## src/rtl/dmem_arb_pkg.sv

```systemverilog
// rtl/dmem_arb_pkg.sv - shared types and constants for the data RAM arbiter
package dmem_arb_pkg;

  typedef enum logic [1:0] {
    OWN_NONE,
    OWN_CORE,
    OWN_HOST
  } owner_e;

  typedef enum logic {
    ARB_IDLE,
    ARB_LOCKED
  } arb_state_e;

  localparam int STAT_W   = 16;
  localparam int STARVE_W = 4;

endpackage

```

## src/rtl/dmem_arb_stats.sv

```systemverilog
// rtl/dmem_arb_stats.sv - saturating core-stall and host-grant counters
// Instantiated by dmem_arbiter only when DMEM_ARB_STATS_EN is defined.
module dmem_arb_stats
  import dmem_arb_pkg::*;
(
  input  logic              clk,
  input  logic              rst_n,
  input  logic              core_stall,
  input  logic              host_gnt,
  output logic [STAT_W-1:0] stat_core_stalls,
  output logic [STAT_W-1:0] stat_host_grants
);

  always_ff @(posedge clk or negedge rst_n) begin
    if (!rst_n) begin
      stat_core_stalls <= '0;
      stat_host_grants <= '0;
    end else begin
      if (core_stall && (stat_core_stalls != {STAT_W{1'b1}}))
        stat_core_stalls <= stat_core_stalls + 1'b1;
      if (host_gnt && (stat_host_grants != {STAT_W{1'b1}}))
        stat_host_grants <= stat_host_grants + 1'b1;
    end
  end

endmodule

```

## src/rtl/dmem_arbiter.sv

```systemverilog
// rtl/dmem_arbiter.sv - single-port data RAM arbiter between core load/store and host port
// Optional statistics counters are built when DMEM_ARB_STATS_EN is defined.
module dmem_arbiter
  import dmem_arb_pkg::*;
#(
  parameter int ADDR_W       = 8,
  parameter int DATA_W       = 8,
  parameter int STARVE_LIMIT = 4
) (
  input  logic              clk,
  input  logic              rst_n,
  input  logic              core_req,
  input  logic              core_we,
  input  logic [ADDR_W-1:0] core_addr,
  input  logic [DATA_W-1:0] core_wdata,
  output logic              core_stall,
  output logic              core_rvalid,
  output logic [DATA_W-1:0] core_rdata,
  input  logic              host_req,
  input  logic              host_we,
  input  logic              host_lock,
  input  logic [ADDR_W-1:0] host_addr,
  input  logic [DATA_W-1:0] host_wdata,
  output logic              host_gnt,
  output logic              host_rvalid,
  output logic [DATA_W-1:0] host_rdata,
  output logic              ram_read,
  output logic              ram_write,
  output logic [ADDR_W-1:0] ram_addr,
  output logic [DATA_W-1:0] ram_din,
  input  logic [DATA_W-1:0] ram_dout
`ifdef DMEM_ARB_STATS_EN
  ,
  output logic [STAT_W-1:0] stat_core_stalls,
  output logic [STAT_W-1:0] stat_host_grants
`endif
);

  localparam logic [STARVE_W-1:0] LIMIT = STARVE_W'(STARVE_LIMIT);

  arb_state_e          state, state_nxt;
  logic [STARVE_W-1:0] starve_cnt;
  owner_e              owner;
  logic                core_gnt;
  logic [DATA_W-1:0]   core_rdata_q, host_rdata_q;

  always_ff @(posedge clk or negedge rst_n) begin
    if (!rst_n) state <= ARB_IDLE;
    else        state <= state_nxt;
  end

  // A locked host keeps the port; once lock is seen low the cycle arbitrates as IDLE.
  always_comb begin
    core_gnt  = 1'b0;
    host_gnt  = 1'b0;
    state_nxt = state;
    if (state == ARB_LOCKED && host_lock) begin
      host_gnt = host_req;
    end else begin
      if (core_req && host_req) begin
        if (starve_cnt == LIMIT) host_gnt = 1'b1;
        else                     core_gnt = 1'b1;
      end else begin
        core_gnt = core_req;
        host_gnt = host_req;
      end
      state_nxt = (host_gnt && host_lock) ? ARB_LOCKED : ARB_IDLE;
    end
  end

  assign core_stall = core_req & ~core_gnt;

  always_comb begin
    ram_read  = 1'b0;
    ram_write = 1'b0;
    ram_addr  = '0;
    ram_din   = '0;
    if (core_gnt) begin
      ram_read  = ~core_we;
      ram_write = core_we;
      ram_addr  = core_addr;
      ram_din   = core_wdata;
    end else if (host_gnt) begin
      ram_read  = ~host_we;
      ram_write = host_we;
      ram_addr  = host_addr;
      ram_din   = host_wdata;
    end
  end

  always_ff @(posedge clk or negedge rst_n) begin
    if (!rst_n)
      starve_cnt <= '0;
    else if (host_gnt || !host_req)
      starve_cnt <= '0;
    else if (core_gnt && (starve_cnt != LIMIT))
      starve_cnt <= starve_cnt + 1'b1;
  end

  always_ff @(posedge clk or negedge rst_n) begin
    if (!rst_n)                    owner <= OWN_NONE;
    else if (core_gnt && !core_we) owner <= OWN_CORE;
    else if (host_gnt && !host_we) owner <= OWN_HOST;
    else                           owner <= OWN_NONE;
  end

  // The non-owning requester keeps showing its last returned word.
  always_ff @(posedge clk or negedge rst_n) begin
    if (!rst_n) begin
      core_rdata_q <= '0;
      host_rdata_q <= '0;
    end else begin
      if (owner == OWN_CORE) core_rdata_q <= ram_dout;
      if (owner == OWN_HOST) host_rdata_q <= ram_dout;
    end
  end

  assign core_rvalid = (owner == OWN_CORE);
  assign host_rvalid = (owner == OWN_HOST);
  assign core_rdata  = core_rvalid ? ram_dout : core_rdata_q;
  assign host_rdata  = host_rvalid ? ram_dout : host_rdata_q;

`ifdef DMEM_ARB_STATS_EN
  dmem_arb_stats u_stats (
    .clk              (clk),
    .rst_n            (rst_n),
    .core_stall       (core_stall),
    .host_gnt         (host_gnt),
    .stat_core_stalls (stat_core_stalls),
    .stat_host_grants (stat_host_grants)
  );
`endif

endmodule

```

## config.mk

```make
export PLATFORM = sky130hd
export DESIGN_NAME = dmem_arbiter
export DESIGN_NICKNAME = d
export VERILOG_FILES = /design/src/rtl/dmem_arb_pkg.sv /design/src/rtl/dmem_arb_stats.sv /design/src/rtl/dmem_arbiter.sv
export SDC_FILE = /design/constraint.sdc
export NUM_CORES = 1
export LEC_CHECK = 0
export BUFFER_PORTS_ARGS = -buffer_cell sky130_fd_sc_hd__clkbuf_2
export CORE_UTILIZATION = 43
export DETAILED_ROUTE_END_ITERATION = 16
export PLACE_DENSITY = 0.87
export SLEW_MARGIN = 40
export SYNTH_ARGS = -nofsm -noshare
export SYNTH_HDL_FRONTEND = slang
export SYNTH_SLANG_ARGS = --single-unit
```

## constraint.sdc

```tcl
create_clock -name clk -period 2.7 [get_ports clk]
set_clock_uncertainty 0.15 [all_clocks]
set_input_delay 0.135 -clock clk [delete_from_list [all_inputs] [get_ports clk]]
set_output_delay 0.135 -clock clk [all_outputs]
set_load 0.05 [all_outputs]
```

==> results of run 1 <==
[worst max-delay path: cells and delay by family, from the launching register on]
family | cells | cell delay [ns]
AOI/OAI and AO/OA | 2 | 0.33
adders and majority gates | 1 | 0.22
buffers and inverters | 3 | 0.57
DFF | 1 | 0.42
and+or+nand+nor | 1 | 0.22
[stage by stage]
stage                     instances  setup slack [ns]  hold WS, ns
after CTS                       226            0.3467       0.2008
after global placement          206            0.7877     -0.01377
after global routing            226            0.2422       0.2330
after floorplan                  96            0.7134      -0.3106
final                           226            0.3433       0.1900
after detailed placement        206            0.7073    -0.005455
[cells in the mapped netlist]
library cell,number,area [um^2]
nand3b_1,1,7.510
nor3_1,1,5.000
and3b_1,1,8.760
nand2_1,2,7.510
nand2b_1,1,6.260
a21boi_2,2,22.52
a22o_1,18,157.7
a21oi_2,1,8.760
o21ai_0,1,5.000
dfrtp_1,23,575.6
and2_1,2,12.51
buf_2,2,10.01
ha_1,2,25.02
buf_6,4,45.04
xor2_1,1,8.760
mux2_2,16,180.2
inv_1,7,26.28
a31oi_1,1,6.260
mux2i_1,1,10.01
a21bo_2,1,10.01
nand3_1,2,10.01
nor2_1,4,15.01
nor2b_1,2,12.51
[path summary, 6_finish.rpt]
path	endpoint	start
max	ram_din[1]	starve_cnt[0]
min	host_rdata_q[3]	rst_n
max reg2reg	state	starve_cnt[0]
min reg2reg	core_rdata_q[3]	core_rdata_q[3]
max in group asynchronous	host_rdata_q[6]	rst_n
min in group clk	core_rdata_q[3]	core_rdata_q[3]
[sequential cells by signal (all words and copies together) (netlist names)]
register	count
core_rdata_q	8
host_rdata_q	8
starve_cnt	4
owner	2
state	1
[cell families after synthesis]
family          Yosys count
simple gates             16
mux                      17
flops                    23
buf+inv                  13
fa+ha+maj                 2
xor+xnor                  1
compound gates           24
[area by class of cell]
class,count,area [um^2],share of cell area
sequential,23,575.6,0.3228
multi-input combinational,60,521.8,0.2926
clock buffer,4,26.28,0.01474
tap,30,37.54,0.02105
timing repair buffer,102,595.6,0.3340
inverter,7,26.28,0.01474
[layout by cell type (no fill, tap or decap)]
| master | instances |
|---|---|
| nor2b_2 | 1 |
| a21oi_2 | 1 |
| clkbuf_2 | 84 |
| mux2i_1 | 1 |
| clkbuf_1 | 1 |
| o21ai_0 | 1 |
| nand2_1 | 2 |
| and3b_1 | 1 |
| nand3_1 | 2 |
| xor2_1 | 1 |
| a21bo_2 | 1 |
| clkbuf_4 | 3 |
| inv_1 | 7 |
| a21boi_2 | 2 |
| a22o_1 | 18 |
| and2_1 | 2 |
| buf_4 | 2 |
| dfrtp_1 | 23 |
| nor2_1 | 4 |
| mux2_2 | 16 |
| ha_1 | 2 |
| nor3_1 | 1 |
| a31oi_1 | 1 |
| nor2b_1 | 1 |
| nand2b_1 | 1 |
| nand3b_1 | 1 |
| dlygate4sd3_1 | 16 |
[power by group through the flow]
| stage | Combinational, mW | Sequential (mW) | Clock (mW) |
|---|---|---|---|
| after detailed placement | 0.523 | 0.420 | 0 |
| after floorplan | 0.405 | 0.414 | 0 |
| after CTS | 0.542 | 0.413 | 0.160 |
| after global placement | 0.514 | 0.416 | 0 |
| after global routing | 0.573 | 0.420 | 0.172 |
| final | 0.540 | 0.413 | 0.151 |
[layer usage]
layer,vias up,global-route usage,part of all wire
li1,546,-,-
met1,521,0.2155,0.38
met2,61,0.3902,0.52
met3,6,0.04444,0.081
met4,0,0.1197,0.018
met5,-,0,0
==> results by group, run 1 <==
Outcome
  – Status: completed

Power and ir drop
  – Portion of total power attributed to the clock network: 0.137
  – P_sw: 0.4932 mW
  – Seq pwr share: 0.374
  – Part of the power in combinational logic: 0.489
  – Sw frac: 0.4469
  – PD cells: 619.0 nW/um^2
  – Total Power: 1.104 mW
  – LEAKAGE: 0.9794 nW
  – Int Pwr: 0.6104 mW
  – Maximum VDD drop: 0.4962 mV

Die
  – Rows: 18
  – Die H: 54.30 um
  – Ports: 85
  – Starting Density: 0.4663
  – Die width: between 50 and 60 um
  – Core region area: 2522 um^2
  – Die Footprint: slightly below 3000 um^2

Yosys
  – Adder-Cell Fraction of Synth Area: 0.02128
  – Cell area after synthesis: approximately 1200 um^2
  – Post-synthesis cell type count: 23
  – FF+latch count, synth: 23
  – Syn. warnings: 0
  – Largest family of logic cells by synthesized area: compound AO/OA/AOI/OAI gates
  – Area share of and/or/nand/nor cells after synthesis: 0.07234
  – Synth Area in Compound Gates: 0.1787
  – Mux share of post-synthesis cell area: 0.1617
  – Cells after Synth: 96
  – Register area share after synthesis: 0.4894
  – Mean post-synth cell area: 12.25 um^2
  – Post-synth net total: 145
  – Post-Synth XOR/XNOR Area: 0.007447

Worst setup path
  – Internal reg-to-reg setup slack: between 0.9 and 1 ns
  – Slowest cell on crit path: dfrtp_1
  – R2r worst-path depth: 5
  – Startpoint types: flip-flop
  – Crit path largest cell delay: around 0.42 ns
  – Cells along the critical path: inv_1, ha_1, and3b_1, a21oi_2, buf_4, a22o_1, clkbuf_2
  – Worst setup path category: flip-flop to output port
  – Crit path DAT: 2.07 ns
  – Worst Path Required: between 2 and 2.5 ns
  – Crit. End Element: output port
  – Crit Path Max Fanout: 20

Timing
  – Period utilization: 0.8728
  – Slew @ Worst Pin: 0.5514 ns
  – Achievable Freq: 424.3 MHz
  – Final min period: ~2.4 ns
  – Fin. Hold Viols: 0
  – Pins over their slew limit: 0
  – Relative slew margins: 0.6324
  – RSZ-0062 raised after global routing: false
  – Setup Total Neg Slack: 0 ns
  – Setup Viol. Count Final: 0

Routing
  – First-pass detailed-route iteration total: 4
  – Avg WL per Cell: 13.19 um
  – Vias: 1134
  – Drt drc: 0
  – Vias per Instance: approximately 5.0
  – Final ANT Viol Nets: 0
  – First DRT Iteration DRCs: 11
  – Final WL: just under 3 mm

GRT
  – Vias in the first global route: around 1100
  – Initial antenna violation count: 0
  – Total grt overflow: 0
  – First-pass GRT wire length: approximately 4.3 mm
  – GRT Total Usage: 0.2106
  – Largest net degree at the start of global routing: 24

Clock network
  – CTS tree: done
  – # hold bufs at CTS: 16
  – CTS H-tree depth: 1
  – CTS Buf Count: 3
  – Clock Sink Count: 23
  – Clk_lat worst skew: 0.30 ns
  – Clk slew on worst S/H paths: around 0.11 ns
  – CTS root buffer: clkbuf_4
  – Max Root-Sink Buffers: 2
  – Setup Buffers After CTS: 0
  – Resized cells post-CTS: 0

Finish
  – Finished Cell Area: approximately 1800 um^2
  – Util after Layout: 0.7068
  – Fillers: between 150 and 200
  – Share of layout cells above drive strength 1: 0.5612
  – ANT cells: 0
  – Syn-to-layout area delta: 51.60%
  – Fin nets: 246

Placed design
  – DP Area: 1594 um^2
  – Detailed placement HPWL: 2.220 mm
  – PortBufs: 84
  – GP Congestion: 0.8450

Min path
  – Hold Path Class: input port to async pin

Run
  – Total of max-cap violations: 0
No activity file was read; power rests on OpenSTA's default activity.
==> run 2, diff against run 1 <==
- ABC_AREA: default -> 1
- CORE_UTILIZATION: 43 -> 45
- PLACE_DENSITY: 0.87 -> 0.88
- SETUP_SLACK_MARGIN: default -> 0.5
==> run 2 against run 1 <==
  * Combinational power barely moved
  * Core utilization fell by 1.3 points
  * Non-clock buffer count fell by 3
  * Via count rose by 21%
  * First-iteration DRC count rose to 7.3 times the previous value
  * Cell count rose by 27%
  * Global-route usage fell by 0.56 points
  * Synthesized cell count rose by 68%
  * Largest power group unchanged
  * Highest routed layer unchanged
==> results by group, run 2 <==
Outcome
  – Status: completed

Routing
  – Drt drc: 0
  – Vias per Instance: 4.798
  – Vias: 1377
  – First-pass detailed-route iteration total: 4
  – First DRT Iteration DRCs: 80
  – Final WL: 3.258 mm
  – Final ANT Viol Nets: 0
  – Avg WL per Cell: 11.35 um

Clock network
  – CTS root buffer: clkbuf_4
  – CTS H-tree depth: 1
  – Clock Sink Count: 23
  – CTS Buf Count: 3
  – Clk_lat worst skew: 0.29 ns
  – Clk slew on worst S/H paths: around 0.12 ns
  – Max Root-Sink Buffers: 2
  – CTS tree: done

Run
  – Total of max-cap violations: 0

GRT
  – Total grt overflow: 0
  – GRT Total Usage: 0.2050
  – Vias in the first global route: between 1000 and 1500
  – First-pass GRT wire length: 5.168 mm
  – Largest net degree at the start of global routing: 24
  – Initial antenna violation count: 0

Timing
  – Achievable Freq: 473.3 MHz
  – Setup Total Neg Slack: 0 ns
  – Fin Hold WS: 0.1249 ns
  – Setup Viol. Count Final: 0
  – RSZ-0062 raised after global routing: true
  – Slew @ Worst Pin: ~0.55 ns
  – Pins over their slew limit: 0
  – Final WS setup: 0.5873 ns
  – Fin. Hold Viols: 0
  – Relative slew margins: 0.6304
  – Final min period: 2.113 ns
  – Period utilization: 0.7825

Die
  – Starting Density: 0.4732
  – Die width: 55.85 um
  – Rows: 19
  – Die H: approximately 56 um
  – Core region area: 2758 um^2
  – Die Footprint: 3119 um^2
  – Ports: 85

Placed design
  – Detailed placement HPWL: 2.233 mm
  – Dpl ws: 0.7720 ns
  – PortBufs: 84
  – GP Congestion: approximately 0.75

Yosys
  – Share of the synthesized area in the top cell type: 0.4410
  – Top FF cell, synth: dfrtp_1
  – Ys async rst share: 1.000
  – Post-synth EDFFs: 0
  – FF+latch count, synth: 23
  – Cells after Synth: ~160
  – Synth top area cells: dfrtp_1 44%, nand3_1 14%, nand2_1 12%
  – Post-synth top area cell: dfrtp_1
  – Post-synthesis cell type count: 21
  – Cell area after synthesis: between 1000 and 1500 um^2
  – Mean post-synth cell area: 8.106 um^2
  – Most frequent cell after synthesis: nand2_1
  – Commonest cells in the netlist: 40 x nand2_1, 37 x nand3_1, 23 x dfrtp_1
  – Post-synth net total: 210
  – Syn. warnings: 0
  – Register area share after synthesis: 0.4410

Worst setup path
  – Crit path DAT: between 1.5 and 2 ns
  – Startpoint types: flip-flop
  – Cells along the critical path: inv_1, ha_1, nand3_2, nand3_2, nand3_1, nand2_1, buf_2
  – Crit Path Max Fanout: 11
  – Crit path largest cell delay: ~0.43 ns
  – Worst path most repeated cell: nand3_2
  – Crit. End Element: output port
  – Worst setup path category: flip-flop to output port
  – R2r worst-path depth: 6
  – Slowest cell on crit path: dfrtp_1
  – Worst Path Required: 2.41 ns

Finish
  – Fillers: 221
  – Register area: 575.6 um^2
  – Regs by FF count: core_rdata_q x8, host_rdata_q x8, starve_cnt x4
  – Util after Layout: 0.6937
  – ANT cells: 0
  – Fin nets: between 300 and 400
  – Combined area of the multi-input logic cells: 600.6 um^2
  – Syn-to-layout area delta: 46.60%
  – Most frequent cells in the layout: 67 x clkbuf_2, 40 x nand2_1, 37 x nand3_1, 23 x dfrtp_1, 20 x inv_1
  – Share of layout cells above drive strength 1: 0.4102
  – Commonest non-fill, non-tap cell in the layout: clkbuf_2

Power and ir drop
  – LEAKAGE: 1.125 nW
  – Maximum VDD drop: 0.4528 mV
  – PD cells: between 500 and 600 nW/um^2

Min path
  – Hold-critical path depth: 6
  – Hold Path Class: input port to flip-flop
-- run 2: changes by cell type after synthesis, sizes merged, moves of 13 or more --
cell / delta
a22o: -18
nand3: +37
nand2: +38
mux2: -16
o21ai: +15
inv: +13
-- run 2: cell families after synthesis --
group / share of synthesized area
AO/OA/AOI/OAI: 0.1036
buffers and inverters: 0.1122
AND/OR/NAND/NOR: 0.3106
flip-flops: 0.4410
adder cells (fa/ha/maj): 0.01917
XOR/XNOR: 0.01343
-- run 2: layout make-up --
cell class,count,share of cell area
clock buffers,4,0.01373
flip-flops and latches,23,0.3009
multi-input cells,109,0.3139
inverters,21,0.04120
repair buffers,99,0.3100
well taps,31,0.02027
-- run 2: metal layers --
layer | up-vias | global-route usage | share of wire
li1 | 711 | - | -
met1 | 601 | 0.2363 | 0.41
met2 | 63 | 0.3941 | 0.52
met3 | 2 | 0.04419 | 0.070
met4 | 0 | 0.03136 | 0.0043
met5 | - | 0 | 0
-- run 2: what timing repair did --
| action | in CTS | in global routing |
|---|---|---|
| endpoints found under the setup margin | 18 | 27 |
| hold buffers | 12 | 0 |
| pin swaps | 0 | 1 |
| gates resized for setup | 1 | 25 |
| hold endpoints to repair | 34 | 0 |
| setup buffers | 0 | 3 |
| gates cloned | 0 | 1 |
-- run 2: worst max-delay path, delay by kind of cell, from the launching register on --
kind	cells	cell delay (ns)
fa+ha+maj	1	0.23
flops	1	0.43
buf+inv	2	0.33
simple gates	4	0.54
-- run 2: power breakdown --
group	switching [mW]	leakage (nW)	internal, mW
Sequential	0.0146	0.290	0.393
Combinational	0.402	0.820	0.135
Clock	0.0894	0.0150	0.0573
-- run 2: worst paths after layout --
| kind | startpoint | end | slack (ns) |
|---|---|---|---|
| setup / recovery | starve_cnt[0] | ram_addr[4] | 0.59 |
| hold / removal | core_req | state | 0.12 |
| setup reg to reg | starve_cnt[0] | owner[1] | 1.26 |
| hold reg to reg | core_rdata_q[0] | core_rdata_q[0] | 0.33 |
| max in group asynchronous | rst_n | host_rdata_q[4] | 1.81 |
| min in group asynchronous | rst_n | core_rdata_q[7] | 0.22 |
-- run 2: per-stage QoR --
stage / instances / area [um^2] / total power [mW]
5_1_grt: 287 / 1913 / 1.155
3_3_place_gp: 267 / 1697 / 0.9204
6_report: 287 / 1913 / 1.092
4_1_cts: 283 / 1851 / 1.094
3_5_place_dp: 267 / 1697 / 0.9299
2_1_floorplan: 161 / 1305 / 0.8077
